`src/rtl/otter_pkg.sv`:
```
// Shared types and constants for the OTTER fetch front end.
package otter_pkg;

    localparam logic [31:0] OTTER_RESET_PC = 32'h0000_0000;

    // One queued fetch: instruction word plus the PC it came from.
    typedef struct packed {
        logic [31:0] ir;
        logic [31:0] pc;
    } fq_entry_t;

    // Instruction PCs are always word aligned; low bits are discarded.
    function automatic logic [31:0] word_align(input logic [31:0] addr);
        return {addr[31:2], 2'b00};
    endfunction

endpackage

```
`src/rtl/otter_fetch_queue_fifo.sv`:
```
// fq_fifo: DEPTH-entry circular buffer of fetch entries with push, pop and
// flush. Flush wins over push/pop. Pop when empty and push when full (without
// a simultaneous pop) are ignored.
module fq_fifo
    import otter_pkg::*;
#(
    parameter int DEPTH = 4
) (
    input  logic                     clk,
    input  logic                     rst_n,
    input  logic                     push,
    input  logic                     pop,
    input  logic                     flush,
    input  fq_entry_t                wdata,
    output fq_entry_t                head,
    output logic [$clog2(DEPTH):0]   count,
    output logic                     empty,
    output logic                     full
);

    localparam int AW = $clog2(DEPTH);
    localparam logic [AW:0] FULL_CNT = (AW + 1)'(DEPTH);

    fq_entry_t       mem [DEPTH];
    logic [AW-1:0]   rd_ptr;
    logic [AW-1:0]   wr_ptr;
    logic            do_push;
    logic            do_pop;

    assign empty   = (count == '0);
    assign full    = (count == FULL_CNT);
    assign do_pop  = pop && !empty;
    assign do_push = push && (!full || do_pop);
    assign head    = mem[rd_ptr];

    // Pointer and occupancy bookkeeping; pointers wrap naturally (power of two).
    always_ff @(posedge clk or negedge rst_n) begin
        if (!rst_n) begin
            rd_ptr <= '0;
            wr_ptr <= '0;
            count  <= '0;
        end else if (flush) begin
            rd_ptr <= '0;
            wr_ptr <= '0;
            count  <= '0;
        end else begin
            if (do_push) wr_ptr <= wr_ptr + AW'(1);
            if (do_pop)  rd_ptr <= rd_ptr + AW'(1);
            case ({do_push, do_pop})
                2'b10:   count <= count + (AW + 1)'(1);
                2'b01:   count <= count - (AW + 1)'(1);
                default: count <= count;
            endcase
        end
    end

    // Entry storage; contents need no reset since count gates visibility.
    always_ff @(posedge clk) begin
        if (do_push && !flush) mem[wr_ptr] <= wdata;
    end

endmodule

```
`src/rtl/otter_fetch_queue.sv`:
```
// otter_fetch_queue: fetch PC, credit-based issue to instruction memory port 1,
// and a small queue presenting {ir, pc} to decode over valid/ready.
// Optional feature macro: OTTER_FQ_BYPASS_EN -- an accepted response drives
// decode combinationally when the queue is empty.
module otter_fetch_queue
    import otter_pkg::*;
#(
    parameter int          DEPTH    = 4,
    parameter logic [31:0] RESET_PC = OTTER_RESET_PC
) (
    input  logic                     CLK,
    input  logic                     RST,
    output logic                     IMEM_RDEN,
    output logic [13:0]              IMEM_ADDR,
    input  logic [31:0]              IMEM_DOUT,
    input  logic                     REDIRECT,
    input  logic [31:0]              REDIRECT_PC,
    output logic                     DE_VALID,
    input  logic                     DE_READY,
    output logic [31:0]              DE_IR,
    output logic [31:0]              DE_PC,
    output logic [31:0]              DE_PC_INC,
    output logic [$clog2(DEPTH):0]   FQ_COUNT
);

    localparam int CW = $clog2(DEPTH) + 1;

    logic [31:0]   fetch_pc;
    logic [31:0]   pending_pc;
    logic          pending;
    logic [31:0]   issue_pc;
    logic          issue;
    logic [CW:0]   inflight;
    logic          accept;
    logic          bypass;
    fq_entry_t     resp;
    fq_entry_t     fq_head;
    fq_entry_t     de_entry;
    logic [CW-1:0] fq_count;
    logic          fq_empty;
    logic          fq_full;
    logic          fq_push;
    logic          fq_pop;

    // Queued entries plus the read in flight must leave room for one more.
    assign inflight  = {1'b0, fq_count} + {{CW{1'b0}}, pending};
    assign issue_pc  = REDIRECT ? word_align(REDIRECT_PC) : fetch_pc;
    // RST gating keeps the strobe low while reset is held.
    assign issue     = RST && (REDIRECT || (inflight < (CW + 1)'(DEPTH)));
    assign IMEM_RDEN = issue;
    assign IMEM_ADDR = issue_pc[15:2];

    // A response returning in a redirect cycle is wrong-path and dropped.
    assign accept = pending && !REDIRECT;
    assign resp   = '{ir: IMEM_DOUT, pc: pending_pc};

    // Decode-side mux: queue head, or the live response when bypass applies.
    always_comb begin
        bypass   = 1'b0;
        de_entry = fq_head;
`ifdef OTTER_FQ_BYPASS_EN
        bypass = accept && fq_empty;
        if (fq_empty) de_entry = resp;
`endif
    end

    assign DE_VALID  = !REDIRECT && (!fq_empty || bypass);
    assign DE_IR     = de_entry.ir;
    assign DE_PC     = de_entry.pc;
    assign DE_PC_INC = de_entry.pc + 32'd4;
    assign FQ_COUNT  = fq_count;

    // A bypassed response consumed this cycle never enters the queue.
    assign fq_push = accept && !(bypass && DE_READY);
    assign fq_pop  = !REDIRECT && !fq_empty && DE_READY;

    // Fetch PC and in-flight read tracking.
    always_ff @(posedge CLK or negedge RST) begin
        if (!RST) begin
            fetch_pc   <= RESET_PC;
            pending_pc <= '0;
            pending    <= 1'b0;
        end else if (issue) begin
            pending_pc <= issue_pc;
            fetch_pc   <= issue_pc + 32'd4;
            pending    <= 1'b1;
        end else begin
            pending    <= 1'b0;
        end
    end

    fq_fifo #(.DEPTH(DEPTH)) u_fifo (
        .clk   (CLK),
        .rst_n (RST),
        .push  (fq_push),
        .pop   (fq_pop),
        .flush (REDIRECT),
        .wdata (resp),
        .head  (fq_head),
        .count (fq_count),
        .empty (fq_empty),
        .full  (fq_full)
    );

endmodule
```
`config.mk`:
```
export PLATFORM = sky130hd
export DESIGN_NAME = otter_fetch_queue
export DESIGN_NICKNAME = d
export VERILOG_FILES = /design/src/rtl/otter_pkg.sv /design/src/rtl/otter_fetch_queue_fifo.sv /design/src/rtl/otter_fetch_queue.sv
export SDC_FILE = /design/constraint.sdc
export NUM_CORES = 1
export LEC_CHECK = 0
export CORE_MARGIN = 2
export CORE_UTILIZATION = 55
export CTS_CLUSTER_DIAMETER = 50
export CTS_CLUSTER_SIZE = 20
export DETAILED_ROUTE_END_ITERATION = 6
export MAX_ROUTING_LAYER = met4
export PLACE_DENSITY = 0.89
export REMOVE_ABC_BUFFERS = 1
export SETUP_SLACK_MARGIN = 0.3
export SYNTH_ARGS = -nofsm -noshare
export SYNTH_HDL_FRONTEND = slang
export SYNTH_SLANG_ARGS = --single-unit
```
`constraint.sdc`:
```
create_clock -name CLK -period 7.52 [get_ports CLK]
set_input_delay 1.128 -clock CLK [delete_from_list [all_inputs] [get_ports CLK]]
set_output_delay 1.128 -clock CLK [all_outputs]
set_load 0.05 [all_outputs]
```
==> flow_summary_export.csv, run 1 <==
group,metric,value,unit
status,outcome,"finished clean",
clocking,cts-resized-gates,0,
worst_setup_path,cpMostUsedCell,"nand4_1",
worst_setup_path,cp-startpoint,"u_fifo.rd_ptr[0]",
worst_setup_path,crit_buf_inv,2,
yosys,ys_top_cells_by_area,"edfxtp_1, dfrtp_1, mux4_2",
worst_setup_path,cp_max_fo,37,
layout,drive_gt1_share,13.90,%
placement,dp_hpwl,18100,um
sta,setup_viol,0,
pwr,ir_drop,0.0001379,V
drt,via_per_inst,5.772,
global_routing,antenna_found_initial,0,
floorplan,die_h,161.6,um
global_routing,grt_pass1_wl,43720,um
clocking,cts_hold_buf,0,
drt,drt_pre_antenna_iters,5,
layout,syn_to_final_growth,21.04,%
clocking,cts_buffers,27,
global_routing,grt_max_degree,113,
pwr,power_density,267.5,nW/um^2
worst_setup_path,critPathMaxStageDelay,0.92,ns
clocking,clockRootBuffer,"clkbuf_16",
layout,final_area,16530,sq um
drt,postRouteAntennaNets,0,
floorplan,die-area,26100,sq um
global_routing,grt_pass1_vias,8053,
worst_setup_path,cp-end-kind,"output pin",
sta,worstMarginPinSlew,1.025,ns
worst_setup_path,reg2reg_depth,9,
drt,drt-wirelength-per-cell,20.65,um
floorplan,die_x,161.6,um
yosys,ys_seq_area_share,67.00,%
layout,fin_nets,1098,
hold_path,min_to,"fetch_pc[7]",
worst_setup_path,critical-path-top-delay-family,"buffers and inverters",
placement,post_dp_cell_area,15570,sq um
clocking,clock_latency,0.55,ns
global_routing,grt.overflow.total,0,
worst_setup_path,crit_required,6.39,ns
clocking,clock-sinks,316,
run,cap_viol_max_count,0,
clocking,path_clk_slew,0.08,ns
placement,dpl.cell_count,1318,
worst_setup_path,crit_path_cell_trace,"buf_4 -> mux4_2 -> nand4_1 -> nor2b_1 -> nand4_1 -> xnor2_1 -> clkdlybuf4s50_1",
drt,drtIter0Drc,729,
clocking,htree_levels,1,
clocking,cts_buffer_depth,3,
yosys,synth_edf_count,248,
floorplan,num_rows,57,
floorplan,io_pins,183,
sta,slew_viol_final,0,
clocking,postCtsSetupRepairBufs,0,
sta,min_period_over_period,75.33,%
yosys,yosys.area.top_type,"edfxtp_1",
placement,numPortBuffers,176,
worst_setup_path,slowest_stage,"dfrtp_4",
sta,rsz0062_at_grt,"no",
drt,vias,7891,
placement,gp_congestion,0.9088,
drt,drt-total-wl,28230,um
sta,min_period,5.665,ns
yosys,syn_inst,863,
yosys,ys.flop_type,"edfxtp_1",
yosys,avgSynthCellArea,15.82,sq um
worst_setup_path,cp-start-kind,"flip-flop",
sta,max_slew_margin,31.64,%
hold_path,worstHoldPathCells,2,
floorplan,initial_utilization,56.15,%
global_routing,grt_use_total,22.25,%
worst_setup_path,r2r-end,"fetch_pc[26]",
worst_setup_path,worstReg2RegStart,"fetch_pc[3]",
sta,skew,0.02457,ns
worst_setup_path,critical_path_class,"flip-flop to output pin",
sta,hold_violations,0,
sta,fmax,176.5,MHz
yosys,syn-cell-area,13660,sq um
yosys,yosysWarnings,0,
drt,drc,0,
worst_setup_path,worstPathArrival,4.54,ns
layout,layoutNonFillerInstCount,1367,
yosys,ys_types,63,
yosys,ys_ff_latch,316,
clocking,cts_tree,"built",
yosys,synth-async-reset-ratio,21.52,%
yosys,synthDominantCellAreaShare,54.54,%
hold_path,hold_class,"flip-flop to flip-flop",
yosys,synth_commonest_cells,"edfxtp_1, nand2_1, dfrtp_1, mux4_2",
yosys,yosysMostFrequentCell,"edfxtp_1",
hold_path,min-delay-start,"fetch_pc[7]",
pwr,leakage,5.634,nW
worst_setup_path,reg2reg_slack,4.76,ns
floorplan,coreArea,24320,sq um
layout,n_antenna_cell,0,
sta,tns,0,ns
sequential cells by signal, summed over array words and instances, names as in the netlist:
name           flops
fetch_pc          30
pending            1
u_fifo.rd_ptr      2
u_fifo.wr_ptr      2
u_fifo.count       3
pending_pc        30
u_fifo.mem       248
cells in the final DEF, fill, tap and decap left out, types with 4 or more instances in the layout:
| cell | instances |
|---|---|
| and2_1 | 4 |
| clkdlybuf4s50_1 | 174 |
| conb_1 | 4 |
| dfrtp_1 | 66 |
| nor2b_1 | 15 |
| nand4_1 | 9 |
| nor3_1 | 17 |
| nor2_1 | 14 |
| o21ai_0 | 40 |
| nand3b_1 | 8 |
| xnor2_1 | 41 |
| mux4_2 | 62 |
| nor4_1 | 5 |
| clkbuf_16 | 27 |
| nand2b_1 | 5 |
| edfxtp_1 | 248 |
| o211ai_1 | 10 |
| xor2_1 | 14 |
| and2_2 | 4 |
| mux2i_1 | 27 |
| and4_1 | 6 |
| a21oi_1 | 21 |
| a31oi_1 | 5 |
| buf_4 | 10 |
| ha_1 | 6 |
| nand2_1 | 77 |
| inv_8 | 6 |
| inv_1 | 21 |
| nand3_1 | 25 |
metrics by stage:
stage / utilization [%] / power, mW / setup WS, ns / hold WS (ns)
global placement: 64.03 / 2.964 / 2.410 / 0.4584
finish: 67.96 / 4.422 / 1.855 / 0.4794
detailed placement: 64.03 / 2.994 / 2.314 / 0.4635
floorplan: - / 2.688 / -2.901 / 0.4379
CTS: 67.96 / 4.451 / 1.710 / 0.4826
global route: 67.96 / 4.580 / 1.452 / 0.5249
metal layers:
metal  routed length (um)  GRT usage, %
met1                11560         29.31
met2                14410         36.99
met4                  550         5.966
met3                 1707         3.082
met5                    0             -
final cells by class:
type	count	area (sq um)
clock buffer	30	696.9
clock inverter	19	260.3
fill	1589	7791
inverter	22	82.58
multi-input combinational	470	4103
sequential	316	9154
tap	324	405.4
timing repair buffer	186	1827
where the power goes:
| part | total, mW | internal [mW] | switching, mW |
|---|---|---|---|
| Combinational | 0.844 | 0.306 | 0.537 |
| Clock | 1.47 | 0.784 | 0.683 |
| Sequential | 2.11 | 2.02 | 0.0901 |
worst reg2reg max path, cell delays in order (launching register included):
cell and delay [ns]:
dfrtp_1 0.35, nor2b_1 0.19, a21o_1 0.18, ha_1 0.18, inv_1 0.09, a211oi_2 0.51, nand4_4 0.28, nor4_4 0.37
xor2_1 0.13, a221o_1 0.35
cell families (layout without fill, tap and decap cells):
family / Yosys count / count (layout) / share of synthesized area [%]
other cells: 1 / 4 / 0.02746
compound gates: 106 / 106 / 4.994
simple gates: 206 / 206 / 8.127
fa+ha+maj: 7 / 7 / 0.6963
buf+inv: 80 / 257 / 3.161
xor+xnor: 55 / 55 / 3.528
flops: 316 / 316 / 67.00
mux: 92 / 92 / 12.47
how the worst max path moves through the flow:
stage	end	slack [ns]	cells past startpoint
floorplan	IMEM_RDEN	-2.90	2
global placement	DE_PC_INC[26]	2.41	7
detailed placement	DE_PC_INC[26]	2.31	7
CTS	DE_PC_INC[26]	1.71	7
global route	DE_PC_INC[26]	1.45	7
finish	DE_PC_INC[26]	1.86	7
Power figures use the tool's default switching activity.
==> inputs of run 2 (changes only) <==
--- a/config.mk
+++ b/config.mk
@@ -6,12 +6,12 @@
 export NUM_CORES = 1
 export LEC_CHECK = 0
 export CORE_MARGIN = 2
-export CORE_UTILIZATION = 55
+export CORE_UTILIZATION = 50
 export CTS_CLUSTER_DIAMETER = 50
 export CTS_CLUSTER_SIZE = 20
 export DETAILED_ROUTE_END_ITERATION = 6
 export MAX_ROUTING_LAYER = met4
-export PLACE_DENSITY = 0.89
+export PLACE_DENSITY = 0.86
 export REMOVE_ABC_BUFFERS = 1
 export SETUP_SLACK_MARGIN = 0.3
 export SYNTH_ARGS = -nofsm -noshare
==> constraint.sdc (replaced) <==
create_clock -name CLK -period 4.6 [get_ports CLK]
set_input_delay 0.69 -clock CLK [delete_from_list [all_inputs] [get_ports CLK]]
set_output_delay 0.69 -clock CLK [all_outputs]
set_load 0.05 [all_outputs]
==> flow_summary_export.csv, run 2 (synthesis results as in run 1) <==
group,metric,value,unit
status,outcome,"finished clean",
clocking,htree_levels,1,
sta,skew,0.01410,ns
sta,worstMarginPinSlew,0.9690,ns
global_routing,grt_pass1_vias,7947,
worst_setup_path,worstPathArrival,3.37,ns
layout,fin_nets,1106,
layout,largest_reg_flops,248,
clocking,cts_buffer_depth,3,
layout,fill_cells,1906,
sta,rsz0062_at_grt,"no",
placement,dp_hpwl,18610,um
sta,hold_violations,0,
sta,setup_viol,0,
worst_setup_path,critical_path_class,"flip-flop to output pin",
drt,drt-wirelength-per-cell,19.97,um
worst_setup_path,crit_required,3.91,ns
clocking,cts_hold_buf,0,
floorplan,die-area,28650,sq um
layout,n_antenna_cell,0,
floorplan,num_rows,60,
layout,layout_common_cells,"edfxtp_1, clkdlybuf4s50_1, nand2_1",
sta,whs,0.06422,ns
layout,largest-register,"u_fifo.mem",
sta,fin_ws,0.5432,ns
worst_setup_path,slowest_stage,"clkdlybuf4s50_1",
sta,max_slew_margin,35.40,%
sta,min_period_over_period,88.19,%
worst_setup_path,crit_path_cell_trace,"buf_12 -> mux4_2 -> ha_1 -> and3_1 -> nand3_1 -> xnor2_1 -> clkdlybuf4s50_1",
worst_setup_path,cp-startpoint,"u_fifo.rd_ptr[1]",
hold_path,hold_class,"input pin to async pin",
drt,drtIter0Drc,1018,
clocking,cts_buffers,28,
global_routing,grt_use_total,20.06,%
sta,min_period,4.057,ns
drt,drt-total-wl,27840,um
clocking,clockRootBuffer,"clkbuf_16",
global_routing,antenna_found_initial,0,
drt,vias,7905,
run,cap_viol_max_count,0,
worst_setup_path,critical-path-top-delay-family,"buffers and inverters",
layout,drive_gt1_share,16.62,%
pwr,p_total,7.377,mW
floorplan,die_x,169.3,um
clocking,clock_latency,0.54,ns
pwr,leakage,5.793,nW
clocking,path_clk_slew,0.07,ns
drt,via_per_inst,5.671,
worst_setup_path,crit_buf_inv,2,
clocking,cts_tree,"built",
drt,drt_pre_antenna_iters,5,
sta,slew_viol_final,0,
worst_setup_path,critPathMaxStageDelay,0.83,ns
floorplan,die_h,169.3,um
layout,final_common_cell,"edfxtp_1",
pwr,ir_drop,0.0002906,V
drt,postRouteAntennaNets,0,
placement,gp_congestion,0.8774,
global_routing,grt.overflow.total,0,
worst_setup_path,cp-start-kind,"flip-flop",
drt,drc,0,
layout,syn_to_final_growth,22.92,%
worst_setup_path,cp_max_fo,22,
floorplan,coreArea,26880,sq um
placement,numPortBuffers,176,
layout,reg_top3,"u_fifo.mem x248, fetch_pc x30, pending_pc x30",
global_routing,grt_max_degree,113,
worst_setup_path,worstReg2RegStart,"fetch_pc[3]",
worst_setup_path,cp-end-kind,"output pin",
sta,fmax,246.5,MHz
clocking,clock-sinks,316,
pwr,power_density,439.5,nW/um^2
floorplan,io_pins,183,
floorplan,initial_utilization,50.81,%
global_routing,grt_pass1_wl,43680,um
placement,dp_slack,0.7033,ns
## run 2: cell count changes in the layout (fill, tap and decap cells not counted), sizes merged
cell | before | now
buf | 12 | 38
bufinv | 2 | 3
clkbuf | 30 | 32
clkdlybuf4s50 | 174 | 152
clkinv | 5 | 3
dlygate4sd2 | 0 | 1
dlymetal6s2s | 0 | 2
inv | 33 | 35
## run 2: final cells by class
type | count | area [sq um] | share of cell area [%]
Sequential cell | 316 | 9154 | 54.54
Clock buffer | 32 | 747.0 | 4.450
Multi-Input combinational cell | 470 | 4110 | 24.49
Inverter | 22 | 82.58 | 0.4920
Tap cell | 341 | 426.7 | 2.542
Clock inverter | 20 | 259.0 | 1.543
Timing Repair Buffer | 193 | 2006 | 11.95
## run 2: what timing repair did
| item | in CTS | in global routing |
|---|---|---|
| buffers inserted | 1 | 0 |
| resized for setup | 1 | 3 |
| setup endpoints to repair | 2 | 9 |
## run 2: path summary, 6_finish.rpt
| path | to | slack, ns | cells past startpoint |
|---|---|---|---|
| max | DE_PC_INC[8] | 0.54 | 7 |
| min | fetch_pc[3] | 0.06 | 1 |
| max reg2reg | fetch_pc[24] | 2.11 | 10 |
| min reg2reg | fetch_pc[3] | 0.48 | 2 |
| max in group asynchronous | u_fifo.rd_ptr[0] | 3.43 | 2 |
| min in group CLK | fetch_pc[3] | 0.48 | 2 |
## run 2: worst register-to-register path, cell delays in order, from the launching register on
cell and delay (ns):
dfrtp_1 0.34, nor2b_1 0.18, a21o_1 0.15, ha_1 0.18, inv_1 0.10, a211oi_2 0.20
buf_4 0.18, nand4_4 0.20, nor3_1 0.44, mux2i_1 0.26, o211ai_1 0.11
## run 2: through the flow
stage | cells | cell area, sq um | utilization (%) | setup TNS (ns)
3_3_place_gp | 1341 | 15750 | 58.58 | 0
2_1_floorplan | 808 | 13320 | - | -188.44
3_5_place_dp | 1341 | 15750 | 58.58 | 0
4_1_cts | 1394 | 16780 | 62.43 | 0
6_report | 1394 | 16780 | 62.45 | 0
5_1_grt | 1394 | 16780 | 62.45 | 0
## run 2: metal layers
metal,global-route usage [%],share of wire [%],vias up
met1,26.80,42,3955
met5,-,0,-
met4,4.831,1.8,0
met2,33.22,50,272
met3,2.612,5.9,43
li1,-,-,3635
## run 2: report_power, final
group / leakage (nW) / internal, mW / switching (mW)
sequential: 3.09 / 3.30 / 0.137
clock: 0.493 / 1.40 / 1.12
combinational: 2.21 / 0.524 / 0.893
==> inputs of run 3 (changes only) <==
--- a/config.mk
+++ b/config.mk
@@ -6,12 +6,13 @@
 export NUM_CORES = 1
 export LEC_CHECK = 0
 export CORE_MARGIN = 2
-export CORE_UTILIZATION = 50
+export CORE_UTILIZATION = 42
 export CTS_CLUSTER_DIAMETER = 50
 export CTS_CLUSTER_SIZE = 20
 export DETAILED_ROUTE_END_ITERATION = 6
+export DONT_BUFFER_PORTS = 1
 export MAX_ROUTING_LAYER = met4
-export PLACE_DENSITY = 0.86
+export PLACE_DENSITY = 0.68
 export REMOVE_ABC_BUFFERS = 1
 export SETUP_SLACK_MARGIN = 0.3
 export SYNTH_ARGS = -nofsm -noshare
==> flow_summary_export.csv, run 3 (synthesis results as in run 1) <==
group,metric,value,unit
worst_setup_path,worstReg2RegStart,"fetch_pc[3]",
placement,gp_congestion,0.8385,
global_routing,grt_max_degree,113,
floorplan,num_rows,66,
drt,drc,0,
worst_setup_path,worstPathArrival,3.45,ns
sta,fin_ws,0.4614,ns
sta,setup_viol,0,
sta,fmax,241.6,MHz
worst_setup_path,crit_buf_inv,3,
drt,vias,7161,
worst_setup_path,reg2reg_slack,1.73,ns
clocking,htree_levels,1,
clocking,clock-sinks,316,
placement,numPortBuffers,0,
layout,layoutNonFillerInstCount,1347,
sta,min_period_over_period,89.97,%
floorplan,io_pins,183,
clocking,cts_buffer_depth,3,
layout,final_common_cell,"edfxtp_1",
sta,min_period,4.139,ns
layout,drive_gt1_share,20.22,%
clocking,cts_buffers,29,
sta,hold_violations,0,
sta,rsz0062_at_grt,"no",
clocking,cts_tree,"built",
placement,post_dp_cell_area,14200,sq um
layout,syn_to_final_growth,11.89,%
worst_setup_path,crit_path_cell_trace,"buf_12 -> mux4_2 -> and4_2 -> and4_2 -> nand4_1 -> buf_4 -> xnor2_1 -> buf_4",
floorplan,initial_utilization,42.29,%
sta,max_slew_margin,33.34,%
worst_setup_path,r2r-end,"fetch_pc[30]",
drt,postRouteAntennaNets,0,
pwr,leakage,5.120,nW
pwr,ir_drop,0.0002465,V
sta,skew,0.01632,ns
worst_setup_path,crit_required,3.91,ns
worst_setup_path,cp-end-kind,"output pin",
worst_setup_path,critical_path_class,"flip-flop to output pin",
floorplan,die_h,184.3,um
layout,largest-register,"u_fifo.mem",
global_routing,antenna_found_initial,0,
clocking,path_clk_slew,0.07,ns
worst_setup_path,cp_max_fo,23,
drt,drt-total-wl,27560,um
drt,drtIter0Drc,544,
pwr,power_density,459.5,nW/um^2
sta,slew_viol_final,0,
drt,drt_pre_antenna_iters,4,
floorplan,die-area,33970,sq um
clocking,clockRootBuffer,"clkbuf_16",
clocking,clock_latency,0.55,ns
layout,fill_cells,2751,
run,cap_viol_max_count,0,
sta,worstMarginPinSlew,0.9999,ns
layout,fin_nets,958,
layout,n_antenna_cell,0,
floorplan,die_x,184.3,um
worst_setup_path,reg2reg_depth,10,
placement,dpl.cell_count,1289,
drt,drt-wirelength-per-cell,20.46,um
global_routing,grt_pass1_vias,7364,
placement,dp_hpwl,17640,um
worst_setup_path,critical-path-top-delay-family,"simple AND/OR/NAND/NOR gates",
floorplan,coreArea,32290,sq um
status,outcome,"finished clean",
drt,via_per_inst,5.316,
layout,final_area,15280,sq um
global_routing,grt.overflow.total,0,
worst_setup_path,slowest_stage,"mux4_2",
layout,largest_reg_flops,248,
worst_setup_path,cp-start-kind,"flip-flop",
global_routing,grt_use_total,16.74,%
layout,reg_top3,"u_fifo.mem x248, fetch_pc x30, pending_pc x30",
worst_setup_path,critPathMaxStageDelay,0.73,ns
hold_path,hold_class,"input pin to async pin",
layout,layout_common_cells,"edfxtp_1, nand2_1, dfrtp_1",
placement,dp_slack,0.6861,ns
global_routing,grt_pass1_wl,42220,um
run 3: changes by cell type in the layout (fill, tap and decap cells not counted), sizes merged:
cell / change
buf: +6
bufinv: -1
clkbuf: +1
clkdlybuf4s50: -152
clkinv: +2
clkinvlp: +7
dlygate4sd2: -1
dlymetal6s2s: -2
inv: -8
run 3: what timing repair did:
item                                    CTS  global route
hold buffers                              1             0
endpoints found under the setup margin   17            10
gates resized for setup                   3             5
pin swaps                                 0             1
hold endpoints to repair                 68             0
setup buffers                             3             1
run 3: worst max path at each step:
stage / startpoint / endpoint / slack [ns] / cells past startpoint
5_1_grt: u_fifo.rd_ptr[0] / DE_PC_INC[31] / 0.29 / 8
2_1_floorplan: u_fifo.count[0] / pending_pc[3] / -5.41 / 4
3_3_place_gp: u_fifo.rd_ptr[0] / DE_PC_INC[26] / 0.69 / 8
6_report: u_fifo.rd_ptr[0] / DE_PC_INC[29] / 0.46 / 8
3_5_place_dp: u_fifo.rd_ptr[0] / DE_PC_INC[26] / 0.69 / 8
4_1_cts: u_fifo.rd_ptr[0] / DE_PC_INC[25] / 0.33 / 7
run 3: metal layers:
layer / global-route usage [%] / vias to the layer above / share of wire [%]
met2: 27.32 / 208 / 48
met3: 5.039 / 34 / 8.4
met5: - / - / 0
met1: 20.44 / 3592 / 41
li1: - / 3327 / -
met4: 4.288 / 0 / 1.9
run 3: area by class of cell:
| cell class | count | area, sq um | area share, % |
|---|---|---|---|
| clock buffers | 33 | 740.7 | 4.848 |
| repair buffers | 44 | 386.6 | 2.530 |
| well taps | 442 | 553.0 | 3.619 |
| inverters | 22 | 82.58 | 0.5405 |
| clock inverters | 20 | 247.7 | 1.621 |
| flip-flops and latches | 316 | 9154 | 59.91 |
| multi-input cells | 470 | 4115 | 26.93 |
run 3: worst register-to-register path: cells and delay by family (launching register included):
family	cells	cell delay [ns]
flip-flops	1	0.34
buffers and inverters	2	0.29
multiplexers	1	0.25
AND/OR/NAND/NOR	3	0.84
AO/OA/AOI/OAI	3	0.75
adder cells (fa/ha/maj)	1	0.28
run 3: power by group:
group	switching [mW]	total (mW)	leakage [nW]	internal [mW]
clock	1.12	2.44	0.451	1.32
combinational	0.823	1.14	1.58	0.314
sequential	0.136	3.44	3.09	3.31
total	2.08	7.02	5.12	4.94
run 3: per-stage QoR:
| stage | setup TNS (ns) | util [%] | total power [mW] | hold WS (ns) |
|---|---|---|---|---|
| floorplan | -188.44 | - | 4.394 | 0.3944 |
| global placement | 0 | 43.99 | 4.602 | 0.3976 |
| detailed placement | 0 | 43.99 | 4.630 | 0.3973 |
| CTS | 0 | 47.26 | 7.096 | 0.02092 |
| global route | 0 | 47.32 | 7.304 | 0.02938 |
| finish | 0 | 47.32 | 7.020 | 0.01405 |
